$ cat src/rtl/kernel_pkg.sv
// Shared types for the kernel window scheduler: FSM state encoding and counter widths.
// Optional feature macro used by the datapath: KERNEL_EDGE_CLAMP_EN.
package kernel_pkg;

    typedef enum logic [1:0] {
        ST_IDLE = 2'd0,
        ST_RUN  = 2'd1,
        ST_DONE = 2'd2
    } state_e;

    localparam int TAP_IDX_W = 6;
    // Per-axis window counter runs 0..K-1; K is at most 7.
    localparam int CNT_W = 3;

endpackage

$ cat src/rtl/kernel_tap_bound.sv
// One axis of tap generation: centre + offset, bounds check and optional edge clamp.
// Define KERNEL_EDGE_CLAMP_EN to clamp the tap into [0, LIMIT-1]; otherwise the raw sum is truncated.
module kernel_tap_bound
    import kernel_pkg::*;
#(
    parameter int ADDR_W = 8,
    parameter int LIMIT  = 16,
    parameter int R      = 1
) (
    input  logic [ADDR_W-1:0] ctr_i,
    input  logic [CNT_W-1:0]  cnt_i,
    output logic [ADDR_W-1:0] tap_o,
    output logic              oob_o
);

    localparam logic signed [ADDR_W:0] R_S   = (ADDR_W+1)'(R);
    localparam logic signed [ADDR_W:0] LIM_S = (ADDR_W+1)'(LIMIT);

    logic signed [ADDR_W:0] off_s;
    logic signed [ADDR_W:0] raw_s;
    logic                   under;
    logic                   over;

    // Counter 0..K-1 maps to offset -R..+R; one extra bit keeps the sum signed.
    assign off_s = $signed({{(ADDR_W+1-CNT_W){1'b0}}, cnt_i}) - R_S;
    assign raw_s = $signed({1'b0, ctr_i}) + off_s;
    assign under = raw_s[ADDR_W];
    assign over  = (raw_s >= LIM_S);
    assign oob_o = under | over;

`ifdef KERNEL_EDGE_CLAMP_EN
    assign tap_o = under ? '0 : (over ? ADDR_W'(LIMIT - 1) : raw_s[ADDR_W-1:0]);
`else
    assign tap_o = raw_s[ADDR_W-1:0];
`endif

endmodule

$ cat src/rtl/kernel_window_scheduler.sv
// Sweeps every pixel centre in raster order and emits its KxK window taps over a valid/ready port.
// Optional edge clamping of tap coordinates is enabled by defining KERNEL_EDGE_CLAMP_EN.
module kernel_window_scheduler
    import kernel_pkg::*;
#(
    parameter int IMG_W  = 16,
    parameter int IMG_D  = 16,
    parameter int K      = 3,
    parameter int ADDR_W = 8
) (
    input  logic                 clk,
    input  logic                 rst,
    input  logic                 start,
    input  logic                 abort,
    output logic                 tap_valid,
    input  logic                 tap_ready,
    output logic [ADDR_W-1:0]    tap_x,
    output logic [ADDR_W-1:0]    tap_y,
    output logic [ADDR_W-1:0]    ctr_x,
    output logic [ADDR_W-1:0]    ctr_y,
    output logic [TAP_IDX_W-1:0] tap_idx,
    output logic                 tap_oob,
    output logic                 tap_last,
    output logic                 busy,
    output logic                 done,
    output logic [1:0]           dbg_state_o
);

    // Tap handshake: a tap transfers on a rising edge where tap_valid && tap_ready;
    // while tap_valid && !tap_ready every tap output holds. abort wins over a transfer.

    localparam int R = (K - 1) / 2;
    localparam logic [ADDR_W-1:0] LAST_X  = ADDR_W'(IMG_W - 1);
    localparam logic [ADDR_W-1:0] LAST_Y  = ADDR_W'(IMG_D - 1);
    localparam logic [CNT_W-1:0]  LAST_DK = CNT_W'(K - 1);

    state_e                 state_q, state_d;
    logic [ADDR_W-1:0]      ctr_x_q, ctr_x_d;
    logic [ADDR_W-1:0]      ctr_y_q, ctr_y_d;
    logic [CNT_W-1:0]       dx_q, dx_d;
    logic [CNT_W-1:0]       dy_q, dy_d;
    logic [TAP_IDX_W-1:0]   idx_q, idx_d;

    logic                   run;
    logic                   win_last;
    logic [ADDR_W-1:0]      raw_x, raw_y;
    logic                   oob_x, oob_y;

    assign run      = (state_q == ST_RUN);
    assign win_last = (dx_q == LAST_DK) && (dy_q == LAST_DK);

    kernel_tap_bound #(.ADDR_W(ADDR_W), .LIMIT(IMG_W), .R(R)) u_bound_x (
        .ctr_i (ctr_x_q),
        .cnt_i (dx_q),
        .tap_o (raw_x),
        .oob_o (oob_x)
    );

    kernel_tap_bound #(.ADDR_W(ADDR_W), .LIMIT(IMG_D), .R(R)) u_bound_y (
        .ctr_i (ctr_y_q),
        .cnt_i (dy_q),
        .tap_o (raw_y),
        .oob_o (oob_y)
    );

    always_ff @(posedge clk or posedge rst) begin
        if (rst) begin
            state_q <= ST_IDLE;
            ctr_x_q <= '0;
            ctr_y_q <= '0;
            dx_q    <= '0;
            dy_q    <= '0;
            idx_q   <= '0;
        end else begin
            state_q <= state_d;
            ctr_x_q <= ctr_x_d;
            ctr_y_q <= ctr_y_d;
            dx_q    <= dx_d;
            dy_q    <= dy_d;
            idx_q   <= idx_d;
        end
    end

    always_comb begin
        state_d = state_q;
        ctr_x_d = ctr_x_q;
        ctr_y_d = ctr_y_q;
        dx_d    = dx_q;
        dy_d    = dy_q;
        idx_d   = idx_q;
        case (state_q)
            ST_IDLE: begin
                if (start) begin
                    state_d = ST_RUN;
                    ctr_x_d = '0;
                    ctr_y_d = '0;
                    dx_d    = '0;
                    dy_d    = '0;
                    idx_d   = '0;
                end
            end
            ST_RUN: begin
                if (abort) begin
                    state_d = ST_IDLE;
                    ctr_x_d = '0;
                    ctr_y_d = '0;
                    dx_d    = '0;
                    dy_d    = '0;
                    idx_d   = '0;
                end else if (tap_ready) begin
                    if (win_last) begin
                        dx_d  = '0;
                        dy_d  = '0;
                        idx_d = '0;
                        if (ctr_x_q == LAST_X) begin
                            ctr_x_d = '0;
                            if (ctr_y_q == LAST_Y) begin
                                ctr_y_d = '0;
                                state_d = ST_DONE;
                            end else begin
                                ctr_y_d = ctr_y_q + 1'b1;
                            end
                        end else begin
                            ctr_x_d = ctr_x_q + 1'b1;
                        end
                    end else begin
                        idx_d = idx_q + 1'b1;
                        if (dx_q == LAST_DK) begin
                            dx_d = '0;
                            dy_d = dy_q + 1'b1;
                        end else begin
                            dx_d = dx_q + 1'b1;
                        end
                    end
                end
            end
            ST_DONE: state_d = ST_IDLE;
            default: state_d = ST_IDLE;
        endcase
    end

    // Tap coordinate/flag outputs read as zero whenever no tap is being offered.
    assign tap_valid   = run;
    assign tap_x       = run ? raw_x : '0;
    assign tap_y       = run ? raw_y : '0;
    assign tap_oob     = run & (oob_x | oob_y);
    assign tap_last    = run & win_last;
    assign ctr_x       = ctr_x_q;
    assign ctr_y       = ctr_y_q;
    assign tap_idx     = idx_q;
    assign busy        = run;
    assign done        = (state_q == ST_DONE);
    assign dbg_state_o = state_q;

endmodule

$ cat config.mk
export PLATFORM = sky130hd
export DESIGN_NAME = kernel_window_scheduler
export DESIGN_NICKNAME = d
export VERILOG_FILES = /design/src/rtl/kernel_pkg.sv /design/src/rtl/kernel_tap_bound.sv /design/src/rtl/kernel_window_scheduler.sv
export SDC_FILE = /design/constraint.sdc
export NUM_CORES = 1
export LEC_CHECK = 0
export ABC_AREA = 1
export CAP_MARGIN = 20
export CELL_PAD_IN_SITES_DETAIL_PLACEMENT = 0
export CELL_PAD_IN_SITES_GLOBAL_PLACEMENT = 1
export CORE_UTILIZATION = 30
export CTS_CLUSTER_DIAMETER = 50
export DETAILED_ROUTE_END_ITERATION = 6
export PLACE_DENSITY = 0.79
export SLEW_MARGIN = 10
export SYNTH_ARGS = -nofsm -noshare
export SYNTH_HDL_FRONTEND = slang
export SYNTH_SLANG_ARGS = --single-unit
$ cat constraint.sdc
create_clock -name clk -period 4.1 [get_ports clk]
set_input_delay 0.41 -clock clk [delete_from_list [all_inputs] [get_ports clk]]
set_output_delay 0.41 -clock clk [all_outputs]
set_load 0.005 [all_outputs]
==> qor.csv <==
metric,value,unit
rsz0062_at_grt,false,
cts_buffers,5,
rr_endpoint,ctr_y[2],
die_w,97.0,µm
insertion_delay,0.29,ns
cp_data_arrival_time,3.12,ns
drive_gt1_share,6.75,%
grt_pass1_wl,11600,µm
powerDensity,680,mW/mm²
yosys.area.top_type,dfrtp_1,
dp_hpwl,5390,µm
r2r_start,dx_q[0],
hold_viol_final,0,
gp_congestion,0.802,
nets,491,
async_reset_ff_share,100,%
cts_sinks,30,
synthXorXnorAreaFrac,1.62,%
period_share,86.1,%
yosysWarnings,0,
antenna_found_initial,0,
rr_worst_depth,11,
outcome,"finished, final reports clean",
p_leak,0.00176,µW
num_io_pins,50,
pre_cts_slack,0.859,ns
synth_top_family_by_area,simple AND/OR/NAND/NOR gates,
synth_edf_count,0,
period_needed,3.53,ns
cts_resized,0,
synthAdderAreaFrac,13.5,%
grtUsageTotal,14.9,%
grt_max_degree,20,
die_h,97.0,µm
drtPass1Iterations,4,
postCtsSetupRepairBufs,0,
min_path_type,reg2reg,
area_growth,27.5,%
rrSetupSlack,1.91,ns
maxCapViolations,0,
synth.distinct_cells,34,
slew_violations,0,
h-tree-depth,2,
diodes,0,
gr-total-overflow,0,
critPathLaunchType,flip-flop,
tns,0,ns
synth_area,0.00271,mm²
worst-setup-path-type,reg2out,
coreArea,0.00872,mm²
ir_drop,0.268,mV
startpoint,dy_q[2],
setup_slack,0.570,ns
drtIter0Drc,130,
synthCells,405,
crit_end,tap_oob,
cts_buffer_depth,2,
initial_core_util,31.0,%
synth_compound_area_share,11.3,%
cts_root_buf,clkbuf_8,
required,3.69,ns
rows,34,
syn_nets,438,
post_synth.cell_area_avg,6.68,µm²
maxClockFrequency,283,MHz
synthSimpleGateAreaFrac,33.2,%
grt_pass1_vias,2444,
final_cell_mix,"nand2_1, inv_1, clkdlybuf4s50_1",
whs,0.529,ns
wl,6800,µm
num-fill-cells,908,
worstPathMaxFanout,7,
synth-seq-cells,30,
maxSlewHeadroom,47.0,%
hold_buffers,0,
cts_tree,built,
drc_errors,0,
antenna_left,0,
synthTopCellsByArea,"dfrtp_1, nand2_1, ha_1",
dieArea,0.00940,mm²
tightest_slew,0.790,ns
routedWlPerCell,12.0,µm
synthMuxAreaShare,0,%
end_kind,output port,
synthFlopType,dfrtp_1,
numPortBuffers,49,
clk_pin_slew_worst_paths,0.07,ns
vias,2653,
layout_commonest_cell,nand2_1,
synth_top_area_share,27.8,%
final_core_util,39.6,%
finalSetupViolCount,0,
fin_worst_skew,0.00764,ns
ys_seq_area_share,27.8,%
via_per_inst,4.68,
[report_power, final]
part | internal, µW | switching (µW) | total (µW)
clock network | 259 | 120 | 379
logic | 724 | 814 | 1540
registers | 352 | 76.7 | 429
[routing by layer]
layer / up-vias / track usage, % / part of all wire (%)
li1: 1397 / - / -
met1: 1195 / 21.0 / 50
met2: 53 / 23.6 / 45
met3: 8 / 2.89 / 4.3
met4: 0 / 3.21 / 1.0
met5: - / 0 / 0
[metrics by stage]
step | std cells | cell area (µm²) | power [µW]
after floorplan | 405 | 2710 | 1340
after global placement | 559 | 3310 | 1980
after detailed placement | 559 | 3310 | 1980
after CTS | 567 | 3450 | 2370
after global routing | 567 | 3450 | 2580
final | 567 | 3450 | 2350
[synthesized netlist by cell type (2+ instances only)]
cell type / number
or2_2: 3
nor4_1: 2
and3_1: 2
nand4_1: 5
nand2_2: 4
o22ai_1: 2
fa_1: 2
nor2_2: 3
nor3b_2: 3
a21oi_1: 26
o21ai_0: 19
nand3_1: 29
nor3_1: 10
a31oi_1: 2
buf_6: 2
inv_1: 77
nor2_1: 39
xor2_1: 5
dfrtp_1: 30
o21ai_1: 6
inv_2: 2
nand2_1: 94
nand3b_1: 2
ha_1: 26
[final cells by class]
class,instances,area (µm²),area share [%]
Clock buffer,6,82.6,2.39
Clock inverter,2,60.1,1.74
Inverter,80,303,8.78
Multi-Input combinational cell,290,1610,46.8
Sequential cell,30,751,21.8
Tap cell,108,135,3.92
Timing Repair Buffer,51,505,14.7
[logic make-up (layout without fill, tap and decap cells)]
group	count (synthesis)	count (layout)
simple gates	199	199
buf+inv	85	139
compound gates	58	58
flops	30	30
fa+ha+maj	28	28
xor+xnor	5	5
[flip-flops by register name, indices dropped and copies added (netlist names)]
register     count
ctr_x            8
ctr_y            8
tap_idx          6
dx_q             3
dy_q             3
dbg_state_o      2
[worst max-delay path: stages, from the launching register on]
cell	delay, ns
dfrtp_1	0.42
nor3_1	0.67
ha_1	0.42
or2_2	0.29
nand3_1	0.11
nand2_1	0.06
nand2_1	0.07
nand2_1	0.05
nor2_1	0.09
nand3_1	0.07
nor2_1	0.10
nor2_1	0.04
clkdlybuf4s50_1	0.44
[worst min-delay path by stage]
stage | slack, ns | endpoint | depth (start not counted) | startpoint
floorplan | 0.49 | dx_q[2] | 1 | dx_q[2]
global placement | 0.52 | dx_q[2] | 1 | dx_q[2]
detailed placement | 0.52 | tap_idx[2] | 1 | tap_idx[2]
CTS | 0.54 | dx_q[2] | 1 | dx_q[2]
global route | 0.57 | tap_idx[2] | 1 | tap_idx[2]
finish | 0.53 | dx_q[2] | 1 | dx_q[2]
No activity file was read; power rests on OpenSTA's default activity.
